==> src/rtl/per2apb_bridge.sv <==
// per2apb_bridge: peripheral req/gnt/r_valid master port to APB3 master bridge.
// One outstanding transaction; all APB and response outputs are registered.
// Optional feature macro: PER2APB_TIMEOUT_EN (abort ACCESS after TIMEOUT_CYCLES
// wait cycles, answering with an error and 32'hDEAD_BEEF).
module per2apb_bridge #(
  parameter int unsigned PER_ADDR_WIDTH = 15,
  parameter int unsigned APB_ADDR_WIDTH = 32,
  parameter logic [APB_ADDR_WIDTH-1:0] APB_BASE_ADDR = APB_ADDR_WIDTH'(32'h1A10_0000),
  parameter int unsigned TIMEOUT_CYCLES = 255
) (
  input  logic                      clk_i,
  input  logic                      rst_i,
  input  logic                      per_slave_req_i,
  input  logic [PER_ADDR_WIDTH-1:0] per_slave_add_i,
  input  logic                      per_slave_we_i,
  input  logic [31:0]               per_slave_wdata_i,
  input  logic [3:0]                per_slave_be_i,
  output logic                      per_slave_gnt_o,
  output logic                      per_slave_r_valid_o,
  output logic                      per_slave_r_opc_o,
  output logic [31:0]               per_slave_r_rdata_o,
  output logic [APB_ADDR_WIDTH-1:0] PADDR,
  output logic [31:0]               PWDATA,
  output logic                      PWRITE,
  output logic                      PSEL,
  output logic                      PENABLE,
  input  logic [31:0]               PRDATA,
  input  logic                      PREADY,
  input  logic                      PSLVERR
);

  typedef enum logic [2:0] {IDLE, SETUP, ACCESS, RESP, ERR} state_t;

  state_t                    state_q, state_d;
  logic [APB_ADDR_WIDTH-1:0] paddr_d;
  logic [31:0]               pwdata_d, r_rdata_d;
  logic                      pwrite_d, psel_d, penable_d;
  logic                      r_valid_d, r_opc_d;

`ifdef PER2APB_TIMEOUT_EN
  localparam int unsigned CNT_W = $clog2(TIMEOUT_CYCLES + 1);
  logic [CNT_W-1:0] cnt_q, cnt_d;
`endif

  // Grant only in IDLE and never while reset is held.
  assign per_slave_gnt_o = per_slave_req_i && (state_q == IDLE) && !rst_i;

  // State and registered outputs.
  always_ff @(posedge clk_i) begin
    if (rst_i) begin
      state_q             <= IDLE;
      PADDR               <= '0;
      PWDATA              <= '0;
      PWRITE              <= 1'b0;
      PSEL                <= 1'b0;
      PENABLE             <= 1'b0;
      per_slave_r_valid_o <= 1'b0;
      per_slave_r_opc_o   <= 1'b0;
      per_slave_r_rdata_o <= '0;
`ifdef PER2APB_TIMEOUT_EN
      cnt_q               <= '0;
`endif
    end else begin
      state_q             <= state_d;
      PADDR               <= paddr_d;
      PWDATA              <= pwdata_d;
      PWRITE              <= pwrite_d;
      PSEL                <= psel_d;
      PENABLE             <= penable_d;
      per_slave_r_valid_o <= r_valid_d;
      per_slave_r_opc_o   <= r_opc_d;
      per_slave_r_rdata_o <= r_rdata_d;
`ifdef PER2APB_TIMEOUT_EN
      cnt_q               <= cnt_d;
`endif
    end
  end

  // Next-state and next-output logic; r_valid is a one-cycle pulse set on entry to RESP/ERR.
  always_comb begin
    state_d   = state_q;
    paddr_d   = PADDR;
    pwdata_d  = PWDATA;
    pwrite_d  = PWRITE;
    psel_d    = PSEL;
    penable_d = PENABLE;
    r_valid_d = 1'b0;
    r_opc_d   = per_slave_r_opc_o;
    r_rdata_d = per_slave_r_rdata_o;
`ifdef PER2APB_TIMEOUT_EN
    cnt_d     = cnt_q;
`endif
    case (state_q)
      IDLE: begin
        if (per_slave_gnt_o) begin
          // Word-align by masking the two low address bits.
          paddr_d  = APB_BASE_ADDR
                   | APB_ADDR_WIDTH'(per_slave_add_i & ~PER_ADDR_WIDTH'(3));
          pwrite_d = per_slave_we_i;
          pwdata_d = per_slave_wdata_i;
          if (per_slave_we_i && (per_slave_be_i != 4'hF)) begin
            // Partial writes are not expressible on APB3: reject without a bus cycle.
            state_d   = ERR;
            r_valid_d = 1'b1;
            r_opc_d   = 1'b1;
            r_rdata_d = 32'h0;
          end else begin
            psel_d  = 1'b1;
            state_d = SETUP;
`ifdef PER2APB_TIMEOUT_EN
            cnt_d   = '0;
`endif
          end
        end
      end
      SETUP: begin
        penable_d = 1'b1;
        state_d   = ACCESS;
      end
      ACCESS: begin
        if (PREADY) begin
          psel_d    = 1'b0;
          penable_d = 1'b0;
          r_rdata_d = PWRITE ? 32'h0 : PRDATA;
          r_opc_d   = PSLVERR;
          r_valid_d = 1'b1;
          state_d   = RESP;
        end
`ifdef PER2APB_TIMEOUT_EN
        else if (cnt_q == CNT_W'(TIMEOUT_CYCLES - 1)) begin
          psel_d    = 1'b0;
          penable_d = 1'b0;
          r_rdata_d = 32'hDEAD_BEEF;
          r_opc_d   = 1'b1;
          r_valid_d = 1'b1;
          state_d   = RESP;
        end else begin
          cnt_d = cnt_q + CNT_W'(1);
        end
`endif
      end
      RESP:    state_d = IDLE;
      ERR:     state_d = IDLE;
      default: state_d = IDLE;
    endcase
  end

endmodule

==> config.mk <==
export PLATFORM = sky130hd
export DESIGN_NAME = per2apb_bridge
export DESIGN_NICKNAME = d
export VERILOG_FILES = /design/src/rtl/per2apb_bridge.sv
export SDC_FILE = /design/constraint.sdc
export NUM_CORES = 1
export LEC_CHECK = 0
export CAP_MARGIN = 20
export CORE_UTILIZATION = 41
export DETAILED_ROUTE_END_ITERATION = 8
export PLACE_DENSITY = 0.85
export SETUP_SLACK_MARGIN = 0.02
export SLEW_MARGIN = 25
export SYNTH_ARGS = -nofsm -noshare
export SYNTH_HDL_FRONTEND = slang
export SYNTH_SLANG_ARGS = --single-unit
export TNS_END_PERCENT = 10
==> constraint.sdc <==
create_clock -name clk_i -period 5.6 [get_ports clk_i]
set_input_delay 1.68 -clock clk_i [delete_from_list [all_inputs] [get_ports clk_i]]
set_output_delay 1.68 -clock clk_i [all_outputs]
set_load 0.01 [all_outputs]
======== Word level (Yosys, flattened, before mapping) ========
Index checks and enable logic that the tools add are counted.
storage, ports and cells
  bits in registers ....................... 86
  bits of input ports ..................... 89
  logic and storage cells ................. 50
cells by class
  eq/ne operators ......................... 7
  multiplexer cells ....................... 22
  reductions and logical operators ........ 12
operators with widths
  cell                                                              number
  32-bit two-way mux                                                4
  32-bit case mux with 2 select lines                               1
  1-bit two-way mux                                                 9
  3-bit two-way mux                                                 3
  3-bit case mux with 3 select lines                                1
  1-bit case mux with 2 select lines                                4
  4-bit AND reduction                                               2
  2-bit != test (second input constant)                             3
  2-bit AND reduction                                               3
  4-bit != test (second input constant)                             1
  2-bit nonzero test                                                2
  3-bit by 1-bit == test with 1-bit output (second input constant)  1
  3-bit by 2-bit == test with 1-bit output (second input constant)  1
  1-bit logical AND                                                 3
  3-bit zero test                                                   1
  2-bit by 1-bit != test with 1-bit output (second input constant)  1
  1-bit zero test                                                   1

======== Longest topological paths before layout ========
Gate-level depths: netlist of the first run.
  depth in word-level cells ............... 5
  mapped depth ............................ 7
  gate-level depth less buffers ........... 5

======== Worst setup path after synthesis of the first run ========
No wires, ideal clock.
  kind .................................... input to output
  start ................................... in rst_i
  end ..................................... out per_slave_gnt_o
  data arrival time ....................... 2.727 ns
  path slack .............................. 1.193 ns
  stages .................................. 5
  buffers on the path ..................... 2
  cell sequence ........................... or3_4 or2_4 inv_1 buf_2 buf_2
between the ends
  word-level cells in the longest chain between the ends .. 2
ends and longest elaborated chain
  element            line  RTL
  start, declared    12    input logic rst_i,
  1-bit zero test    46    assign per_slave_gnt_o = per_slave_req_i && (state_q == IDLE) && !rst_i;
  1-bit logical AND  46
  end, declared      18    output logic per_slave_gnt_o,
No other way between the ends.

======== Final worst setup path of the first run ========
Same ends and word-level chain as after synthesis.

==> metrics.txt, run 1 <==
Placeable Area 0.007807 mm^2; start point of the critical path rst_i; number of cells traversed by the worst register-to-register path 5; overall power of the completed layout 0.001340 W; measured slew at the worst slew-check pin 0.7539 ns; prevailing post-synth register cell sky130_fd_sc_hd__dfxtp_1; relative area change from synthesis to final layout 54.96%; maximum fanout along the worst path 5; Setup violations, final 0; Leak 1.873 nW; clock net sink count 86; via count of the first global-routing pass 2883; Synth Register Bits 86; number of pins with negative max-slew slack in the final report 0; total congestion overflow 0; worst path arrival time 3.47 ns; WP data required 3.92 ns; Mapped Area 0.003344 mm^2; outcome finished, final reports clean; floorplan die area 0.008522 mm^2; commonest non-fill, non-tap cells in the layout 173 x sky130_fd_sc_hd__clkdlybuf4s50_1, 156 x sky130_fd_sc_hd__nand2_1, 86 x sky130_fd_sc_hd__dfxtp_1, 46 x sky130_fd_sc_hd__o21ai_0, 32 x sky130_fd_sc_hd__mux2i_1; global-route wire length before repair 13500 um; Routed Antenna Nets 0; Clk network pwr share 31.6%; DR pass1 iterations 4; crit path kind input pin to primary output; Int Power 0.0009983 W; share of the cycle needed by the critical path after routing 92.02%; weighted congestion at the end of routability-driven global placement 0.7421; cell area power density 258.6 mW/mm^2; detail-routed net length per standard cell 12.90 um; clk_lat worst skew 0.34 ns; clock skew 0.01318 ns; distinct cell type count after synthesis 32; CTS clock-pin slew for the worst setup and hold paths 0.08 ns; remaining routing DRC violations 0; cts-stage hold buffer count 0; power share of the combinational group 18.4%; slowest library cell on the worst path sky130_fd_sc_hd__clkdlybuf4s50_1; number of max-cap violations 0; Hold Crit Class register to register; proportion of total power due to net switching 25.51%; end point of the critical path per_slave_gnt_o; maximum vdd ir drop 0.1688 mV; Ys Warns 0; Most Frequent Cell on Critical Path sky130_fd_sc_hd__clkdlybuf4s50_1; maximum operating frequency 0.1941 GHz; number of flops mapped to enable cells by yosys 0; vertical die dimension 92.32 um; number of I/O port buffers 173; antenna diode count 0; number of gates resized after cts 0; # H-tree levels 3; count of routing violations after the opening detailed-route iteration 90; number of hold violations in the final report 0; average footprint of a synthesized cell 8.532 um^2; chip width 92.32 um; Max Root-Sink Buffers 2; worst max-slew margin expressed relative to the limit 49.67%; number of buffers created by CTS 9; Root Driver sky130_fd_sc_hd__clkbuf_8; initial core utilization 42.84%; category of the worst setup path capture point primary output; share of layout cells above drive strength 1 4.865%; minimum setup slack after placement 0.4312 ns; Tmin final 5.153 ns; FF-to-FF End PADDR[4]; Vias per Instance 4.688; Total Nets Final 639; overall routed net length 8476 um; GRT Util Overall 19.88%; RR Startpoint state_q[2]; startpoint types input pin; clock tree from TritonCTS yes; postcts setup bufs 0; Final Worst Setup Slack 0.4468 ns; setup repair after global routing missed its margin no; number of antenna violations at the first check in global routing 0; series of cell instances along the critical path clkdlybuf4s50_1 > or3_4 > or2_4 > inv_2 > clkdlybuf4s50_1; most frequent standard cell in the layout excluding fill and tap cells sky130_fd_sc_hd__clkdlybuf4s50_1; total number of vias 3080; DP HPWL 6085 um; stage delay of the slowest cell on the critical path 0.56 ns; Sw Pwr 0.0003419 W; register share of total power 50.0%; proportion of register bits with asynchronous set or reset after synthesis 0%; Register-to-Register Setup Slack 3.44 ns; synthesized netlist cell count 392; total negative setup slack 0 ns; sequential cell area fraction in the yosys report 51.48%; count of boundary I/O pins 191; maximum number of pins on one net before global-route repair 93; standard-cell rows 32
[cell usage after synthesis (2+ instances only)]
cell | instances | area (um^2)
sky130_fd_sc_hd__nand2_1 | 156 | 585.6
sky130_fd_sc_hd__dfxtp_1 | 86 | 1722
sky130_fd_sc_hd__o21ai_0 | 46 | 230.2
sky130_fd_sc_hd__mux2i_1 | 32 | 320.3
sky130_fd_sc_hd__buf_4 | 18 | 135.1
sky130_fd_sc_hd__clkbuf_1 | 14 | 52.55
sky130_fd_sc_hd__buf_2 | 6 | 30.03
sky130_fd_sc_hd__buf_12 | 3 | 60.06
sky130_fd_sc_hd__a21oi_1 | 2 | 10.01
sky130_fd_sc_hd__clkbuf_2 | 2 | 10.01
sky130_fd_sc_hd__inv_1 | 2 | 7.510
sky130_fd_sc_hd__nand2b_1 | 2 | 12.51
sky130_fd_sc_hd__nor2_1 | 2 | 7.510
sky130_fd_sc_hd__nor3_1 | 2 | 10.01
sky130_fd_sc_hd__nor4b_1 | 2 | 17.52
[cell families after synthesis]
family,count (synthesis),synth area share (%)
AOI/OAI and AO/OA,54,8.904
xor gates and xnor gates,1,0.2619
buffers and inverters,46,8.941
DFF,86,51.48
muxes,32,9.577
other,1,0.1121
and+or+nand+nor,172,20.73
[worst min-delay path by stage]
stage,startpoint,cells after the start,to,slack (ns)
floorplan,per_slave_r_rdata_o[0],2,per_slave_r_rdata_o[0],0.48
global placement,per_slave_r_rdata_o[7],2,per_slave_r_rdata_o[7],0.44
detailed placement,PADDR[2],2,PADDR[2],0.45
CTS,PADDR[13],2,PADDR[13],0.46
global route,per_slave_r_rdata_o[16],2,per_slave_r_rdata_o[16],0.48
finish,PWDATA[4],2,PWDATA[4],0.46
[final cells by class]
class                      count  area, um^2
clock buffer                  10       127.6
clock inverter                 6       62.56
fill                         652        2625
inverter                       3       11.26
multi-input combinational    274        1378
sequential                    86        1722
tap                          102       127.6
timing repair buffer         176        1754
[flip-flops by register name, summed over array words and instances, names as in the netlist]
register,flops
PADDR,14
PWDATA,32
per_slave_r_opc_o,1
PENABLE,1
PSEL,1
state_q,3
PWRITE,1
per_slave_r_valid_o,1
per_slave_r_rdata_o,32
[layer usage]
layer  routed length [um]  GRT usage [%]  up-vias
li1                     -              -     1545
met1                 3561          23.53     1402
met2                 4102          33.27      126
met3                  722          7.061        7
met4                   89          6.771        0
met5                    0              0        -
[critical path: cells and delay by family]
| kind | cells | cell delay [ns] |
|---|---|---|
| buffers and inverters | 3 | 1.12 |
| and+or+nand+nor | 2 | 0.67 |
[power groups by stage]
stage	registers [W]	clock network, W	logic, W
final	0.000670	0.000424	0.000246
after global routing	0.000675	0.000463	0.000267
after CTS	0.000670	0.000436	0.000249
after detailed placement	0.000684	0	0.000247
after global placement	0.000682	0	0.000243
after floorplan	0.000698	0	0.0000990
[metrics by stage]
step	hold WS (ns)	util [%]	instances	cell area (um^2)
floorplan	0.4790	-	406	3397
global placement	0.4414	63.93	641	4991
detailed placement	0.4499	63.93	641	4991
CTS	0.4622	66.36	657	5181
global route	0.4801	66.38	657	5182
finish	0.4575	66.38	657	5182
Power figures use the tool's default switching activity.
==> inputs of run 2 (changes only) <==
- CORE_ASPECT_RATIO: default -> 2
==> run 2 against run 1 <==
  * Global-route usage grew 0.18 points
  * Combinational power is essentially flat
  * Sequential power is essentially flat
  * Via count about the same
  * Worst setup slack better by 0.062 ns
  * Maximum frequency grew 1.2%
  * Critical endpoint unchanged
  * Largest power group unchanged
==> metrics.txt, run 2 (same netlist as run 1, synthesis figures left out) <==
total negative setup slack 0 ns (unchanged); Tmin final 5.091 ns (-0.06227 ns); count of boundary I/O pins 191 (unchanged); clock tree from TritonCTS yes; Max Root-Sink Buffers 2 (unchanged); Routed Antenna Nets 0 (unchanged); clk_lat worst skew 0.33 ns (about the same); Hold Crit Class register to register; Top Registers PWDATA x32, per_slave_r_rdata_o x32, PADDR x14; total congestion overflow 0 (unchanged); most frequent standard cell in the layout excluding fill and tap cells sky130_fd_sc_hd__clkdlybuf4s50_1; remaining routing DRC violations 0 (unchanged); filler instances 636 (-2.5%); postcts setup bufs 0 (unchanged); Vias per Instance 4.730 (+0.89%); RR Startpoint state_q[2]; number of I/O port buffers 173 (unchanged); number of cells traversed by the worst register-to-register path 6 (+1); FF-to-FF End PSEL; initial core utilization 42.11% (-0.73 points); vertical die dimension 129.7 um (+41%); maximum number of pins on one net before global-route repair 93 (unchanged); maximum vdd ir drop 0.2673 mV (+58%); global-route wire length before repair 13140 um (-2.7%); minimum setup slack after placement 0.4829 ns (+0.05171 ns); clock net sink count 86 (unchanged); clock skew 0.006095 ns (-0.007082 ns); Total Nets Final 640 (+0.16%); GRT Util Overall 20.06% (+0.18 points); count of routing violations after the opening detailed-route iteration 110 (+22%); chip width 65.87 um (-29%); via count of the first global-routing pass 2935 (+1.8%); number of gates resized after cts 0 (unchanged); Root Driver sky130_fd_sc_hd__clkbuf_16; CTS clock-pin slew for the worst setup and hold paths 0.06 ns (-0.02 ns); cell area power density 282.9 mW/mm^2 (+9.4%); WP data required 3.92 ns (about the same); floorplan die area 0.008544 mm^2 (+0.26%); DP HPWL 6392 um (+5.0%); setup repair after global routing missed its margin no; overall routed net length 8581 um (+1.2%); number of hold violations in the final report 0 (unchanged); measured slew at the worst slew-check pin 0.8029 ns (+0.04904 ns); WHS Endpoint PWDATA[4]; worst path arrival time 3.41 ns (-0.06 ns); Final Worst Setup Slack 0.5091 ns (+0.06227 ns); number of max-cap violations 0 (unchanged); number of pins with negative max-slew slack in the final report 0 (unchanged); worst max-slew margin expressed relative to the limit 46.39% (-3.3 points); relative area change from synthesis to final layout 57.95%; Placeable Area 0.007943 mm^2 (+1.7%); number of buffers created by CTS 9 (unchanged); standard-cell rows 46 (+44%); post-detailed-placement cell area 0.004991 mm^2 (unchanged); number of antenna violations at the first check in global routing 0 (unchanged); worst hold stages 2 (unchanged); commonest non-fill, non-tap cells in the layout 173 x sky130_fd_sc_hd__clkdlybuf4s50_1, 156 x sky130_fd_sc_hd__nand2_1, 86 x sky130_fd_sc_hd__dfxtp_1, 46 x sky130_fd_sc_hd__o21ai_0, 32 x sky130_fd_sc_hd__mux2i_1; Setup violations, final 0 (unchanged); detail-routed net length per standard cell 13.18 um (+2.2%); cell area after layout 0.005283 mm^2 (+1.9%); category of the worst setup path capture point primary output; maximum fanout along the worst path 4 (-1); outcome finished, final reports clean; crit path kind input pin to primary output; Register-to-Register Setup Slack 3.46 ns (+0.02 ns); maximum operating frequency 0.1964 GHz (+1.2%); weighted congestion at the end of routability-driven global placement 0.7893 (+6.4%); Leak 1.920 nW (+2.5%); total number of vias 3079 (-0.032%); share of the cycle needed by the critical path after routing 90.91% (-1.1 points); origin of the worst min-delay path PWDATA[4]; # H-tree levels 3 (unchanged); share of layout cells above drive strength 1 4.865% (unchanged); cts-stage hold buffer count 0 (unchanged); antenna diode count 0 (unchanged); DR pass1 iterations 5 (+1); startpoint types input pin
[run 2: changes by cell type in the layout (fill, tap and decap cells not counted), sizes merged]
cell and change:
clkinvlp +1, clkbuf +1, clkinv -3, buf +1
[run 2: cell type report]
| type | instances | area (um^2) | share of cell area [%] |
|---|---|---|---|
| well taps | 96 | 120.1 | 2.274 |
| inverters | 3 | 11.26 | 0.2132 |
| flip-flops and latches | 86 | 1722 | 32.59 |
| clock buffers | 11 | 242.7 | 4.595 |
| multi-input cells | 274 | 1378 | 26.08 |
| repair buffers | 177 | 1762 | 33.35 |
| clock inverters | 4 | 47.55 | 0.9000 |
[run 2: worst max path at each step]
| stage | start | endpoint | slack, ns | cells after the start |
|---|---|---|---|---|
| final | rst_i | per_slave_gnt_o | 0.51 | 5 |
| after global routing | rst_i | per_slave_gnt_o | 0.46 | 5 |
| after CTS | rst_i | per_slave_gnt_o | 0.48 | 5 |
| after detailed placement | rst_i | per_slave_gnt_o | 0.48 | 5 |
| after global placement | rst_i | per_slave_gnt_o | 0.47 | 5 |
| after floorplan | rst_i | per_slave_gnt_o | 1.19 | 5 |
[run 2: layer usage]
metal | vias up | global-route usage [%] | part of all wire (%)
li1 | 1543 | - | -
met1 | 1375 | 19.51 | 35
met2 | 138 | 37.52 | 54
met3 | 23 | 5.594 | 7.6
met4 | 0 | 9.463 | 3.1
met5 | - | 0 | 0
[run 2: critical path: stages]
cell                              delay (ns)
sky130_fd_sc_hd__clkdlybuf4s50_1        0.44
sky130_fd_sc_hd__or3_4                  0.36
sky130_fd_sc_hd__or2_4                  0.29
sky130_fd_sc_hd__inv_2                  0.06
sky130_fd_sc_hd__clkdlybuf4s50_1        0.58
[run 2: through the flow]
step	power [W]	cells	hold WS (ns)	util (%)
2_1_floorplan	0.0007972	406	0.4790	-
3_3_place_gp	0.0009269	636	0.4423	62.84
3_5_place_dp	0.0009341	636	0.4506	62.84
4_1_cts	0.001511	651	0.4585	66.49
5_1_grt	0.001559	651	0.4712	66.51
6_report	0.001494	651	0.4532	66.51
[run 2: where the power goes]
part	leakage (nW)	switching, W	internal, W
logic	1.08	0.000104	0.000145
registers	0.702	0.0000222	0.000649
clock network	0.141	0.000222	0.000353
total	1.92	0.000347	0.00115
